<file path="src/rtl/apb_regfile_slave.sv">
// ---------------------------------------------------------------------------
// apb_regfile_slave
//   APB slave exposing NUM_REGS read/write registers with byte-lane strobes,
//   WAIT_CYCLES wait states in every access phase and an error response for
//   illegal addresses. The register contents are driven out flattened for
//   downstream control logic.
//
// Handshake: a transfer is one setup cycle (psel=1, penable=0) followed by
//   access cycles (psel=1, penable=1). The transfer completes in the access
//   cycle where pready=1; prdata/pslverr are meaningful only in that cycle
//   and are forced to 0 at all other times. Dropping psel during the access
//   phase aborts the transfer with no side effects.
//
// Ports:
//   pclk, preset       clock, asynchronous active-high reset
//   psel, penable      APB select / access-phase indicator
//   paddr, pwrite      byte address, 1 = write
//   pwdata, pstrb      write data and byte-lane strobes
//   prdata, pready     read data, transfer complete
//   pslverr            error response (illegal address)
//   regs_o             register i at [i*DATA_W +: DATA_W]
//   wr_pulse_o         one-cycle pulse per register after a committed write
// ---------------------------------------------------------------------------
module apb_regfile_slave #(
   parameter int                DATA_W      = 32,
   parameter int                ADDR_W      = 32,
   parameter int                NUM_REGS    = 8,
   parameter logic [ADDR_W-1:0] BASE_ADDR   = 'h0000_1000,
   parameter int                WAIT_CYCLES = 0
) (
   input  logic                         pclk,
   input  logic                         preset,
   input  logic                         psel,
   input  logic                         penable,
   input  logic [ADDR_W-1:0]            paddr,
   input  logic                         pwrite,
   input  logic [DATA_W-1:0]            pwdata,
   input  logic [DATA_W/8-1:0]          pstrb,
   output logic [DATA_W-1:0]            prdata,
   output logic                         pready,
   output logic                         pslverr,
   output logic [NUM_REGS*DATA_W-1:0]   regs_o,
   output logic [NUM_REGS-1:0]          wr_pulse_o
);

   localparam int STRB_W = DATA_W / 8;
   localparam int IDX_W  = (NUM_REGS > 1) ? $clog2(NUM_REGS) : 1;

   typedef enum logic {
      ST_IDLE   = 1'b0,
      ST_ACCESS = 1'b1
   } state_t;

   state_t            state_q;
   state_t            state_d;
   logic [3:0]        cnt_q;
   logic [3:0]        cnt_d;

   logic [DATA_W-1:0] regs_q [NUM_REGS];
   logic [NUM_REGS-1:0] wr_pulse_q;

   // ------------------------------------------------------------------
   // Address decode. A paddr below BASE_ADDR wraps the subtraction to a
   // huge offset, but the explicit >= test rejects it regardless.
   // ------------------------------------------------------------------
   logic [ADDR_W-1:0] off;
   logic [ADDR_W-1:0] idx_full;
   logic [IDX_W-1:0]  idx;
   logic              addr_ok;

   assign off      = paddr - BASE_ADDR;
   assign idx_full = off >> 2;
   assign idx      = idx_full[IDX_W-1:0];
   assign addr_ok  = (paddr >= BASE_ADDR) && (off[1:0] == 2'b00) &&
                     (idx_full < ADDR_W'(NUM_REGS));

   // The completing access cycle; everything bus-visible keys off this,
   // so ST_IDLE has no path from bus inputs to outputs.
   logic access_done;
   logic wr_en;

   assign access_done = (state_q == ST_ACCESS) && psel && penable && (cnt_q == 4'd0);
   assign wr_en       = access_done && pwrite && addr_ok;

   // ------------------------------------------------------------------
   // FSM: state register
   // ------------------------------------------------------------------
   always_ff @(posedge pclk or posedge preset) begin
      if (preset) begin
         state_q <= ST_IDLE;
         cnt_q   <= 4'd0;
      end else begin
         state_q <= state_d;
         cnt_q   <= cnt_d;
      end
   end

   // ------------------------------------------------------------------
   // FSM: next state and wait counter
   // ------------------------------------------------------------------
   always_comb begin
      state_d = state_q;
      cnt_d   = cnt_q;
      case (state_q)
         ST_IDLE: begin
            if (psel && !penable) begin
               state_d = ST_ACCESS;
               cnt_d   = 4'(WAIT_CYCLES);
            end
         end
         ST_ACCESS: begin
            if (!psel) begin
               // Abort: nothing committed.
               state_d = ST_IDLE;
            end else if (!penable) begin
               // A fresh setup phase restarts the wait count.
               cnt_d = 4'(WAIT_CYCLES);
            end else if (cnt_q != 4'd0) begin
               cnt_d = cnt_q - 4'd1;
            end else begin
               state_d = ST_IDLE;
            end
         end
         default: begin
            state_d = ST_IDLE;
            cnt_d   = 4'd0;
         end
      endcase
   end

   // ------------------------------------------------------------------
   // Register bank and write pulses
   // ------------------------------------------------------------------
   always_ff @(posedge pclk or posedge preset) begin
      if (preset) begin
         for (int r = 0; r < NUM_REGS; r++) begin
            regs_q[r] <= '0;
         end
         wr_pulse_q <= '0;
      end else begin
         for (int r = 0; r < NUM_REGS; r++) begin
            // Pulse even with all strobes low: the write still happened.
            wr_pulse_q[r] <= wr_en && (idx == IDX_W'(r));
            if (wr_en && (idx == IDX_W'(r))) begin
               for (int b = 0; b < STRB_W; b++) begin
                  if (pstrb[b]) begin
                     regs_q[r][8*b +: 8] <= pwdata[8*b +: 8];
                  end
               end
            end
         end
      end
   end

   // ------------------------------------------------------------------
   // Bus response
   // ------------------------------------------------------------------
   assign pready  = access_done;
   assign pslverr = access_done && !addr_ok;
   assign prdata  = (access_done && !pwrite && addr_ok) ? regs_q[idx] : '0;

   for (genvar g = 0; g < NUM_REGS; g++) begin : g_flat
      assign regs_o[g*DATA_W +: DATA_W] = regs_q[g];
   end

   assign wr_pulse_o = wr_pulse_q;

endmodule

</file>
<file path="config.mk">
export PLATFORM = sky130hd
export DESIGN_NAME = apb_regfile_slave
export DESIGN_NICKNAME = d
export VERILOG_FILES = /design/src/rtl/apb_regfile_slave.sv
export SDC_FILE = /design/constraint.sdc
export NUM_CORES = 1
export LEC_CHECK = 0
export BUFFER_PORTS_ARGS = -buffer_cell sky130_fd_sc_hd__buf_2
export CORE_MARGIN = 3
export CORE_UTILIZATION = 35
export DETAILED_ROUTE_END_ITERATION = 10
export PLACE_DENSITY = 0.69
export SYNTH_ARGS = -nofsm -noshare
export SYNTH_HDL_FRONTEND = slang
export SYNTH_SLANG_ARGS = --single-unit
export TNS_END_PERCENT = 10
</file>
<file path="constraint.sdc">
create_clock -name pclk -period 9.6 [get_ports pclk]
set_clock_uncertainty 0.1 [all_clocks]
set_input_delay 0.48 -clock pclk [delete_from_list [all_inputs] [get_ports pclk]]
set_output_delay 0.48 -clock pclk [all_outputs]
set_load 0.03 [all_outputs]
</file>
### Word level (Yosys, flattened, before mapping)

Cells that the tools add are included.
Widths: inputs -> output; s select.

| cells by class | value |
|---|---|
| $add $sub $neg | 2 |
| $lt $le $gt $ge | 3 |
| equality and inequality tests | 10 |
| mux-type cells | 14 |
| bitwise logic cells | 2 |
| reduce and logical (&&, ||, !) cells | 59 |

Operators with widths:

| operator | count |
|---|---|
| $bmux 32 s3 | 1 |
| $mux 32 | 3 |
| $reduce_and 2->1 | 32 |
| $ge 32x13->1 const B | 1 |
| $sub 32x13->32 const B | 1 |
| $lt 30x4->1 const B | 1 |
| $logic_and 1x1->1 | 19 |
| $mux 4 | 4 |
| $eq 3x3->1 const B | 4 |
| $pmux 4 s2 | 1 |
| $eq 3x2->1 const B | 2 |
| $ge 4x4->1 const B | 1 |
| $logic_not 4->1 | 1 |
| $mux 1 | 4 |
| $ne 2x2->1 const B | 2 |
| $not 3->4 | 1 |
| $reduce_bool 4->1 | 1 |
| $sub 4x1->4 const B | 1 |
| $eq 3x1->1 const B | 1 |
| $logic_not 1->1 | 3 |
| $logic_not 3->1 | 1 |
| $ne 3x2->1 const B | 1 |
| $reduce_and 3->1 | 1 |
| $logic_not 2->1 | 1 |
| 2 further kinds | 2 |

| storage, ports and cells | value |
|---|---|
| register bits after elaboration | 269 |
| input bits | 73 |
| logic and storage cells | 125 |

### Logic depth before layout (Yosys ltp)

| logic depth | value |
|---|---|
| depth in word-level cells | 7 |
| mapped depth | 10 |
| depth with buffers taken out | 7 |

### Worst setup path after synthesis

OpenSTA, ideal clock, no wires.

| path | value |
|---|---|
| path type | input to output |
| start | input port paddr[26] |
| end | output port prdata[10] |
| arrival time | 2,392 ps |
| path slack | 6,628 ps |
| stages on the path | 7 |
| buffers on the path | 2 |
| cell sequence | nor4_2 -> nand4_1 -> xor2_1 -> buf_6 -> nand4b_1 -> clkbuf_1 -> nor2_1 |

| on the way | value |
|---|---|
| cells in the longest elaborated chain, start to end | 5 |
| elaborated cells on any way between the ends | 7 |
| classes of those cells | add/sub: 1; order compare: 2; mux: 1; reduce/logical: 3 |

Ends and longest elaborated chain:

| what | RTL line | source |
|---|---|---|
| start, declared | 35 | `input logic [ADDR_W-1:0] paddr,` |
| $sub 32x13->32 or $ge 32x13->1 (tied branches) | 71, 74 |  |
| $lt 30x4->1 or $logic_and 1x1->1 (tied branches) | 75, 74 |  |
| $logic_and 1x1->1 * | 74 | `assign addr_ok = (paddr >= BASE_ADDR) && (off[1:0] == 2'b00) &&` |
| $logic_and 1x1->1 * | 160 | `assign prdata = (access_done && !pwrite && addr_ok) ? regs_q[idx] : '0;` |
| $mux 32 * | 160 |  |
| end, declared | 39 | `output logic [DATA_W-1:0] prdata,` |

Mark *: on every way between the ends. The rest lies on a longest branch, timed or not.

### Worst setup path after layout

| path | value |
|---|---|
| start | input port paddr[16] |
| end | output port prdata[1] |

Same word-level chain as after synthesis.

==> results.cfg <==
[yosys]
synthDistinctLibCells = 47
synthFlopType = dfrtp_1
ys_seq_area_share_pct = 50.51
synth.cell_area_sq_um = 13330
synth_edf_count = 0
synth_xor_area_share_pct = 0.1314
synthArstFlopShare_pct = 100.0
synth_compound_area_share_pct = 0.4788
synthAdderAreaFrac_pct = 0.09389
synth_top_family_by_area = multiplexers
syn_inst = 839
syn_avg_cell_area_sq_um = 15.88
synth_top_area_share_pct = 50.51
ys_ff_latch = 269
yosys.area.top_type = dfrtp_1
synth_simple_gate_area_share_pct = 11.25
muxShareOfSynthArea_pct = 34.96
yosys_warnings = 0
synthTopCellsByArea = dfrtp_1, mux2_2, mux4_2
syn-num-nets = 913

[clock_network]
cts_tree = done
cts_made_buffers = 29
cts-root-buf = clkbuf_16
cts.sinks = 269
clk_pin_slew_worst_paths_ps = 60
cts.path.max_buffers = 3
clk_latency_ps = 550
htree_levels = 1
ctsResizeCount = 0

[sta]
maxSlewHeadroom_pct = 34.18
slew_violations = 0
fmax_mhz = 232.9
worst_pin_slew_ps = 987.3
report.final.setup_viol = 0
setup_tns_ps = 0
min_period_ps = 4294
hold-worst-slack_ps = 72.21
hold_violations = 0
rsz0062_at_grt = no
fin_crit_sh_pct = 44.73

[die]
die_w_um = 201.1
start_util_pct = 35.97
ios = 371
rows = 70
dieArea_sq_um = 40450
coreArea_sq_um = 37050
die_h_um = 201.1

[finish]
finalNetCount = 1280
final_common_cell = buf_2
multi_input_area_sq_um = 6279
area.growth.synth_to_final_pct = 24.09
layout_common_cells = buf_2, dfrtp_1, mux2_2
drive_above_1_share_pct = 66.37
area.sequential_sq_um = 6731
final_core_util_pct = 44.64
nFillCells = 3403

[detailed_routing]
drtPass1Iterations = 4
remaining_drc_errors = 0
via_per_inst = 5.173
wl_per_cell_um = 21.82
wirelength_um = 37810
drtAntennaViolNets = 0
drtIter0Drc = 381
vias = 8964

[setup_path]
r2r_slack_ps = 6680
cp_num_buf_inv = 4
cp-start-kind = input port
crit_family = simple AND/OR/NAND/NOR gates
crit_fanout = 35
path_class = in2out
cp.required_ps = 9020
cpPeakStageDelay_ps = 800
path_cells = buf_2, nor3_1, nand4_1, xor2_4, buf_4, nand4b_1, buf_4, nor2_1, buf_2
end_kind = primary output
cp_slowest_cell = nand4b_1
critPathArrivalTime_ps = 3710

[global_routing]
first_global_vias = 9364
gr-usage-all-layers_pct = 18.29
gr-usage-met3_pct = 3.446
met2_usage_pct = 31.21
grt_pass1_wl_um = 58410
grt-busiest-layer = met2
grt_max_degree = 116
gr-total-overflow = 0
grt_antenna_before_repair = 2
met1_usage_pct = 24.12

[power_and_ir_drop]
ir_drop_uv = 130.2
power.total_mw = 2.334
p_leak_nw = 8.885
p_per_area_nw_per_um2 = 141.1

[hold_path]
hp-class = in2reg

[outcome]
status = complete, no violations

[place]
routabilityCongestion = 0.7846
port_buffers = 370
dp_hpwl_um = 26170

[flow_run]
maxCapViolCount = 0
==> repair_timing <==
| action | in CTS | in global routing |
|---|---|---|
| buffers inserted | 0 | 0 |
| hold buffers | 1 | 0 |
| endpoints found under the hold margin | 1 | 0 |
==> worst reg2reg max path, cell delays in order, from the launching register on <==
cell and delay, ps:
dfrtp_1 390, inv_1 80, ha_1 190, nand3b_1 130
or2_2 320, buf_4 330, nor4_1 340, and4_2 530
mux2_2 390
==> sequential cells by signal, indices dropped and copies added, names as in the netlist <==
| name | flops |
|---|---|
| wr_pulse_o | 8 |
| state_q | 1 |
| regs_o | 256 |
| cnt_q | 4 |
==> area by class of cell <==
type                            instances  share of cell area (%)
Sequential cell                       269                   40.71
Timing Repair Buffer                  381                   11.74
Inverter                                9                  0.2497
Tap cell                              504                   3.813
Multi-Input combinational cell        516                   37.97
Antenna cell                            1                 0.01513
Clock inverter                         10                  0.3783
Clock buffer                           43                   5.130
==> final timing paths <==
| kind | end | startpoint | cells past startpoint |
|---|---|---|---|
| min in group asynchronous | regs_o[12] | preset | 3 |
| worst max register to register | regs_o[10] | cnt_q[0] | 8 |
| max in group asynchronous | regs_o[221] | preset | 4 |
| worst max-delay path | prdata[1] | paddr[16] | 9 |
| worst min register to register | cnt_q[2] | cnt_q[2] | 2 |
| worst min-delay path | cnt_q[3] | psel | 2 |
==> routing by layer <==
layer	share of wire, %	wire, um
met5	0.034	13
met1	42	15920
met4	2.8	1048
met2	49	18660
met3	5.7	2163
==> power by group <==
part	switching [mW]	internal, mW	leakage (nW)	total [mW]
Clock	0.450	0.609	0.448	1.06
Sequential	0.00302	1.14	3.76	1.14
Combinational	0.0957	0.0382	4.68	0.134
==> kinds of logic (layout without fill, tap and decap cells) <==
family                     after synthesis  after routing
and+or+nand+nor                        150            150
muxes                                  353            353
AOI/OAI and AO/OA                       10             10
adders and majority gates                1              1
DFF                                    269            269
buffers and inverters                   54            443
other                                    0              1
xor gates and xnor gates                 2              2
==> Yosys cell counts, drive strengths merged (2+ instances only) <==
master / instances
nor4: 36
nor3: 13
o31ai: 2
nor4b: 2
buf: 32
clkbuf: 13
mux4: 64
dfrtp: 269
nand2: 13
nor2: 36
o21ai: 3
inv: 9
nand3: 5
mux2i: 32
mux2: 257
and4: 5
nand3b: 4
nand4: 28
==> through the flow <==
step | cell area (sq um) | std cells | setup slack, ps
3_5_place_dp | 15610 | 1678 | 5300
5_1_grt | 16540 | 1733 | 5019
3_3_place_gp | 15610 | 1678 | 5415
6_report | 16540 | 1733 | 5306
2_1_floorplan | 13330 | 839 | 1610
4_1_cts | 16530 | 1732 | 5297
Note: power is estimated with default switching activity, not from simulation.
